[src/rtl/plusarg_cfg_sequencer.sv]
// plusarg_cfg_sequencer
// Walks NUM_CFG 32-bit configuration words after reset and writes each one
// to a downstream register file over a valid/ready address/data bus, then
// raises done. A start pulse in DONE replays the whole sequence.
// Optional feature: define PLUSARG_CFG_SKIP_ZERO_EN to skip words equal to 0.
module plusarg_cfg_sequencer #(
    parameter int unsigned NUM_CFG     = 4,
    parameter int unsigned ADDR_W      = 8,
    parameter int unsigned BASE_ADDR   = 0,
    parameter int unsigned START_DELAY = 2
) (
    input  logic                  clock,
    input  logic                  reset_n,
    input  logic [NUM_CFG*32-1:0] cfg_values,
    input  logic                  start,
    output logic                  out_valid,
    input  logic                  out_ready,
    output logic [ADDR_W-1:0]     out_addr,
    output logic [31:0]           out_data,
    output logic                  done,
    output logic                  busy
);

    localparam int unsigned IDX_W = (NUM_CFG > 1) ? $clog2(NUM_CFG) : 1;
    localparam int unsigned CNT_W = (START_DELAY > 1) ? $clog2(START_DELAY) : 1;
    localparam logic [IDX_W-1:0] LAST_IDX = IDX_W'(NUM_CFG - 1);
    localparam logic [CNT_W-1:0] LAST_CNT = CNT_W'(START_DELAY - 1);

    typedef enum logic [1:0] {
        S_WAIT = 2'd0,
        S_LOAD = 2'd1,
        S_SEND = 2'd2,
        S_DONE = 2'd3
    } state_t;

    state_t             state, state_d;
    logic [CNT_W-1:0]   cnt, cnt_d;
    logic [IDX_W-1:0]   idx, idx_d;
    logic               valid_d, done_d, busy_d;
    logic [ADDR_W-1:0]  addr_d;
    logic [31:0]        data_d;
    logic [31:0]        word_c;
    logic               skip_c;

    // Word currently selected by the index.
    assign word_c = cfg_values[32*int'(idx) +: 32];

`ifdef PLUSARG_CFG_SKIP_ZERO_EN
    assign skip_c = (word_c == 32'd0);
`else
    assign skip_c = 1'b0;
`endif

    // State, counters and registered outputs.
    always_ff @(posedge clock or negedge reset_n) begin
        if (!reset_n) begin
            state     <= S_WAIT;
            cnt       <= '0;
            idx       <= '0;
            out_valid <= 1'b0;
            out_addr  <= '0;
            out_data  <= '0;
            done      <= 1'b0;
            busy      <= 1'b1;
        end else begin
            state     <= state_d;
            cnt       <= cnt_d;
            idx       <= idx_d;
            out_valid <= valid_d;
            out_addr  <= addr_d;
            out_data  <= data_d;
            done      <= done_d;
            busy      <= busy_d;
        end
    end

    // Next-state and next-output logic.
    always_comb begin
        state_d = state;
        cnt_d   = cnt;
        idx_d   = idx;
        valid_d = out_valid;
        addr_d  = out_addr;
        data_d  = out_data;
        done_d  = done;
        busy_d  = busy;

        case (state)
            S_WAIT: begin
                if (cnt == LAST_CNT) begin
                    state_d = S_LOAD;
                    cnt_d   = '0;
                    idx_d   = '0;
                end else begin
                    cnt_d = cnt + CNT_W'(1);
                end
            end
            S_LOAD: begin
                if (skip_c) begin
                    // Zero word: no bus write, one cycle per skipped word.
                    if (idx == LAST_IDX) begin
                        state_d = S_DONE;
                        done_d  = 1'b1;
                        busy_d  = 1'b0;
                    end else begin
                        idx_d = idx + IDX_W'(1);
                    end
                end else begin
                    data_d  = word_c;
                    addr_d  = ADDR_W'(BASE_ADDR + 32'(idx));
                    valid_d = 1'b1;
                    state_d = S_SEND;
                end
            end
            S_SEND: begin
                // out_valid is high throughout SEND, so ready alone completes it.
                if (out_ready) begin
                    valid_d = 1'b0;
                    if (idx == LAST_IDX) begin
                        state_d = S_DONE;
                        done_d  = 1'b1;
                        busy_d  = 1'b0;
                    end else begin
                        idx_d   = idx + IDX_W'(1);
                        state_d = S_LOAD;
                    end
                end
            end
            S_DONE: begin
                if (start) begin
                    state_d = S_WAIT;
                    cnt_d   = '0;
                    idx_d   = '0;
                    done_d  = 1'b0;
                    busy_d  = 1'b1;
                end
            end
            default: begin
                state_d = S_WAIT;
            end
        endcase
    end

endmodule

[config.mk]
export PLATFORM = sky130hd
export DESIGN_NAME = plusarg_cfg_sequencer
export DESIGN_NICKNAME = d
export VERILOG_FILES = /design/src/rtl/plusarg_cfg_sequencer.sv
export SDC_FILE = /design/constraint.sdc
export NUM_CORES = 1
export LEC_CHECK = 0
export CAP_MARGIN = 20
export CELL_PAD_IN_SITES_DETAIL_PLACEMENT = 0
export CELL_PAD_IN_SITES_GLOBAL_PLACEMENT = 1
export CORE_UTILIZATION = 24
export DETAILED_ROUTE_END_ITERATION = 10
export GPL_TIMING_DRIVEN = 0
export PLACE_DENSITY = 0.73
export SKIP_CTS_REPAIR_TIMING = 1
export SLEW_MARGIN = 15
export SYNTH_ARGS = -nofsm -noshare
export SYNTH_HDL_FRONTEND = slang
export SYNTH_SLANG_ARGS = --single-unit
export TNS_END_PERCENT = 100
[constraint.sdc]
create_clock -name clock -period 1.53 [get_ports clock]
set_input_delay 0.306 -clock clock [delete_from_list [all_inputs] [get_ports clock]]
set_output_delay 0.306 -clock clock [all_outputs]
set_load 0.05 [all_outputs]
; ---- Yosys cells after proc, flatten, opt, wreduce, memory -nomap -nowiden
; Cells that the tools add are included.
[op_classes]
addsub = 2
n_eq_ne = 9
n_shift = 1
n_mux = 21
n_bitwise = 1
n_reduce_logical = 9
[ops]
columns = op, n
row1 = 128-bit by 8-bit variable part select with 32-bit output, 1
row2 = 2-bit two-way mux, 7
row3 = "2-bit inequality test, second input constant", 5
row4 = 1-bit two-way mux, 8
row5 = 1-bit case mux with 2 select lines, 4
row6 = 2-bit case mux with 4 select lines, 1
row7 = "2-bit == test, second input constant", 3
row8 = 2-bit case mux with 3 select lines, 1
row9 = 2-bit nonzero test, 3
row10 = 5-bit AND reduction, 1
row11 = 2-bit AND reduction, 2
row12 = 4-bit AND reduction, 1
row13 = 3-bit AND reduction, 1
row14 = "2-bit by 1-bit adder with 2-bit output, second input constant", 1
row15 = "2-bit by 1-bit == test with 1-bit output, second input constant", 1
row16 = 2-bit logical NOT, 1
row17 = "1-bit adder, second input constant", 1
row18 = 1-bit NOT, 1
[word_totals]
reg_bits = 42
in_bits = 132
output_inout_bits = 43
elab_cells = 51

; ---- Depth between registers and ports, before layout
[logic_depth]
word_depth = 4
ltp_mapped = 4

; ---- Least setup slack after synthesis
; OpenSTA, ideal clock, no wires.
[synth_path]
path_type = flip-flop to flip-flop
start = reg idx[0]
end = reg out_data[2]
setup_ns = 0.125
arrival_time_ns = 1.385
required_ns = 1.405
path_slack_ns = 0.020
path_stages_with_launch = 5
synth_period_minus_slack_ns = 1.510
path_cell_list = dfrtp_1 > buf_6 > buf_8 > mux4_2 > mux2_4
[synth_between]
elab_chain_cells = 1
[synth_rtl]
columns = item, line_no
row1 = from (decl), 38  ; logic [IDX_W-1:0] idx, idx_d;
row2 = from (signal assigned), 68  ; idx <= idx_d;
row3 = 128-bit by 8-bit variable part select with 32-bit output, 46  ; assign word_c = cfg_values[32*int'(idx) +: 32];
row4 = to (signal assigned), 71  ; out_data <= data_d;
row5 = to (decl), 19  ; output logic [31:0] out_data,
; No other way between the ends.
; A chain may end at the register's enable or synchronous reset.

; ---- Worst setup path in the final report
[layout_path]
start = reg idx[0]
end = reg out_data[25]
; The elaborated chain is that of the path after synthesis.

==> insert_results.sql <==
INSERT INTO impl_metrics (metric_group, metric, value, unit) VALUES
('final_layout', 'finish.net_count', '486', ''),
('timing', 'report.final.setup_viol', '31', ''),
('final_layout', 'drive_gt1_share', '29.7', '%'),
('timing', 'whs', '-0.636', 'ps'),
('power_and_ir_drop', 'design_power_total', '9.38', 'mW'),
('global_route', 'grt_max_degree', '23', ''),
('cts', 'cts_htree_levels', '2', ''),
('critical_path', 'endpoint_kind', 'flip-flop', ''),
('cts', 'cts_tree', 'yes', ''),
('detailed_routing', 'count_of_routing_violations_after_the_opening_detailed_route_iteration', '51', ''),
('detailed_routing', 'vias', '2211', ''),
('synth', 'syn_area', '2640', 'µm²'),
('timing', 'finalWorstSetupSlack', '-112', 'ps'),
('critical_path', 'setup.reg_to_reg.worst_slack', '-110', 'ps'),
('detailed_routing', 'avgRoutedWirePerCell', '17.1', 'µm'),
('critical_path', 'path_depth', '4', ''),
('critical_path', 'reg2reg_depth', '4', ''),
('synth', 'synth.distinct_cells', '29', ''),
('synth', 'post_synth_inst_count', '165', ''),
('critical_path', 'cp_data_arrival_time', '1820', 'ps'),
('final_layout', 'area_growth_syn_to_layout', '83.5', '%'),
('detailed_routing', 'route.detailed.drc', '0', ''),
('final_layout', 'filler_cell_count', '982', ''),
('timing', 'clock_skew', '2.80', 'ps'),
('power_and_ir_drop', 'power_density_over_the_cells', '1940', 'nW/µm²'),
('global_route', 'grt-ovfl-total', '0', ''),
('floorplan', 'die-area', '11400', 'µm²'),
('final_layout', 'ff_latch_area', '1050', 'µm²'),
('power_and_ir_drop', 'internal-power', '5.34', 'mW'),
('final_layout', 'final_cell_mix', '130 x sky130_fd_sc_hd__clkdlybuf4s50_1, 40 x sky130_fd_sc_hd__dfrtp_1, 36 x sky130_fd_sc_hd__dlymetal6s2s_1, 32 x sky130_fd_sc_hd__mux4_2, 27 x sky130_fd_sc_hd__mux2_4', ''),
('cts', 'clock_path_buffers', '2', ''),
('floorplan', 'die_h', '107', 'µm'),
('synth', 'synth-simple-area-share', '3.27', '%'),
('timing', 'drv_slew', '0', ''),
('final_layout', 'num_antenna_cells', '0', ''),
('power_and_ir_drop', 'leakage', '2.22', 'nW'),
('critical_path', 'critical_path.slowest_cell', 'sky130_fd_sc_hd__mux4_2', ''),
('floorplan', 'core-area', '10500', 'µm²'),
('placement', 'placement.setup.worst_slack', '-415', 'ps'),
('power_and_ir_drop', 'vdd_drop_max', '778', 'µV'),
('floorplan', 'die-width', '107', 'µm'),
('placement', 'port_buffers', '168', ''),
('placement', 'place_congestion', '0.743', ''),
('outcome', 'outcome', 'finished, violations left', ''),
('detailed_routing', 'wirelength', '8370', 'µm'),
('cts', 'worst_skew_pair.late_latency', '290', 'ps'),
('synth', 'ys_ff_latch', '42', ''),
('worst_hold_path', 'hold_path_class', 'input port to asynchronous set/reset pin', ''),
('cts', 'numCtsBuffers', '5', ''),
('power_and_ir_drop', 'swShare', '43.1', '%'),
('final_layout', 'multiInputGateArea', '1420', 'µm²'),
('outcome', 'failing_checks', 'negative hold slack, negative setup slack', ''),
('global_route', 'grt_pass1_wl', '12200', 'µm'),
('timing', 'hold_violations', '2', ''),
('timing', 'tightest_pin_transition', '564', 'ps'),
('timing', 'timing.final.crit_share', '107', '%'),
('cts', 'cts_sinks', '42', ''),
('power_and_ir_drop', 'seq_power_share', '21.4', '%'),
('synth', 'largest_family_of_logic_cells_by_synthesized_area', 'multiplexers', ''),
('power_and_ir_drop', 'netSwitchingPower', '4.04', 'mW'),
('cts', 'cts.reportedPaths.clkPinSlew', '80', 'ps'),
('placement', 'detailed_place_hpwl', '6340', 'µm'),
('floorplan', 'floorplan.initialDensity', '25.1', '%'),
('critical_path', 'crit_chain', 'buf_12 > clkbuf_16 > mux4_2 > mux2_4', ''),
('floorplan', 'row_count', '37', ''),
('timing', 'grt_setup_unrepaired', 'yes', ''),
('detailed_routing', 'dr.pass1.iters', '4', ''),
('critical_path', 'worst-path-buf-inv', '2', ''),
('global_route', 'groute.usage.overall', '14.1', '%'),
('detailed_routing', 'vias_per_cell', '4.51', ''),
('critical_path', 'timing.critical_path.max_delay_family', 'multiplexers', '');
synthesized netlist by cell type, drive strengths merged:
cell	n	area [µm²]
mux4	32	736
a21oi	7	35.0
dfstp	1	26.3
nand3b	1	7.51
conb	1	3.75
o22ai	1	6.26
dfrtp	41	1030
mux2	34	484
ha	1	12.5
nand3	2	10.0
inv	3	11.3
o21ai	5	25.0
nand2b	2	12.5
clkbuf	2	7.51
or4b	1	10.0
a31o	1	8.76
and4b	1	10.0
a31oi	2	12.5
nand2	7	26.3
nor2	1	3.75
buf	18	158
nor2b	1	6.26
metal layers:
layer / wire [µm] / global-route usage, % / vias up
met4: 63 / 3.52 / 0
met2: 4250 / 25.4 / 112
met3: 574 / 3.34 / 4
met5: 0 / 0 / -
met1: 3480 / 16.6 / 1086
li1: - / - / 1009
path summary, 6_finish.rpt:
| check | start | endpoint |
|---|---|---|
| min in group clock | out_data[5] | out_data[5] |
| min reg2reg | out_data[5] | out_data[5] |
| max reg2reg | idx[0] | out_data[25] |
| max in group asynchronous | reset_n | out_data[11] |
| min | reset_n | out_data[4] |
| max | idx[0] | out_data[25] |
registers in the layout, indices dropped and copies added, names as in the netlist:
name / flops
out_valid: 1
cnt: 1
busy: 1
done: 1
out_addr: 2
out_data: 32
idx: 2
state: 2
stage by stage:
step / TNS (ps) / hold WS, ps / area, µm² / std cells / util [%]
global route: -4220 / 11.2 / 4840 / 490 / 46.1
detailed placement: -5780 / 330 / 4530 / 475 / 43.1
floorplan: 0 / 10.4 / 2660 / 170 / -
global placement: -49480 / 491 / 4510 / 474 / 42.9
finish: -2400 / -0.636 / 4840 / 490 / 46.1
CTS: -15280 / 1.48 / 4620 / 483 / 44.0
area by class of cell:
type,instances,area share (%)
clock inverter,1,0.103
timing repair buffer,176,39.5
multi-input combinational,105,29.3
tap,136,3.51
buffer,20,3.88
clock buffer,7,1.78
sequential,42,21.8
inverter,3,0.233
cell families after synthesis:
family / count (synthesis)
buffers and inverters: 23
muxes: 66
DFF: 42
and+or+nand+nor: 16
AOI/OAI and AO/OA: 16
adders and majority gates: 1
other: 1
power by group through the flow:
| stage | clock network, mW | registers [mW] | logic (mW) |
|---|---|---|---|
| CTS | 0.808 | 2.02 | 6.35 |
| global route | 0.836 | 2.09 | 6.98 |
| detailed placement | 0 | 2.02 | 6.33 |
| floorplan | 0 | 3.74 | 2.72 |
| global placement | 0 | 2.02 | 6.26 |
| finish | 0.757 | 2.01 | 6.61 |
Power figures use the tool's default switching activity.
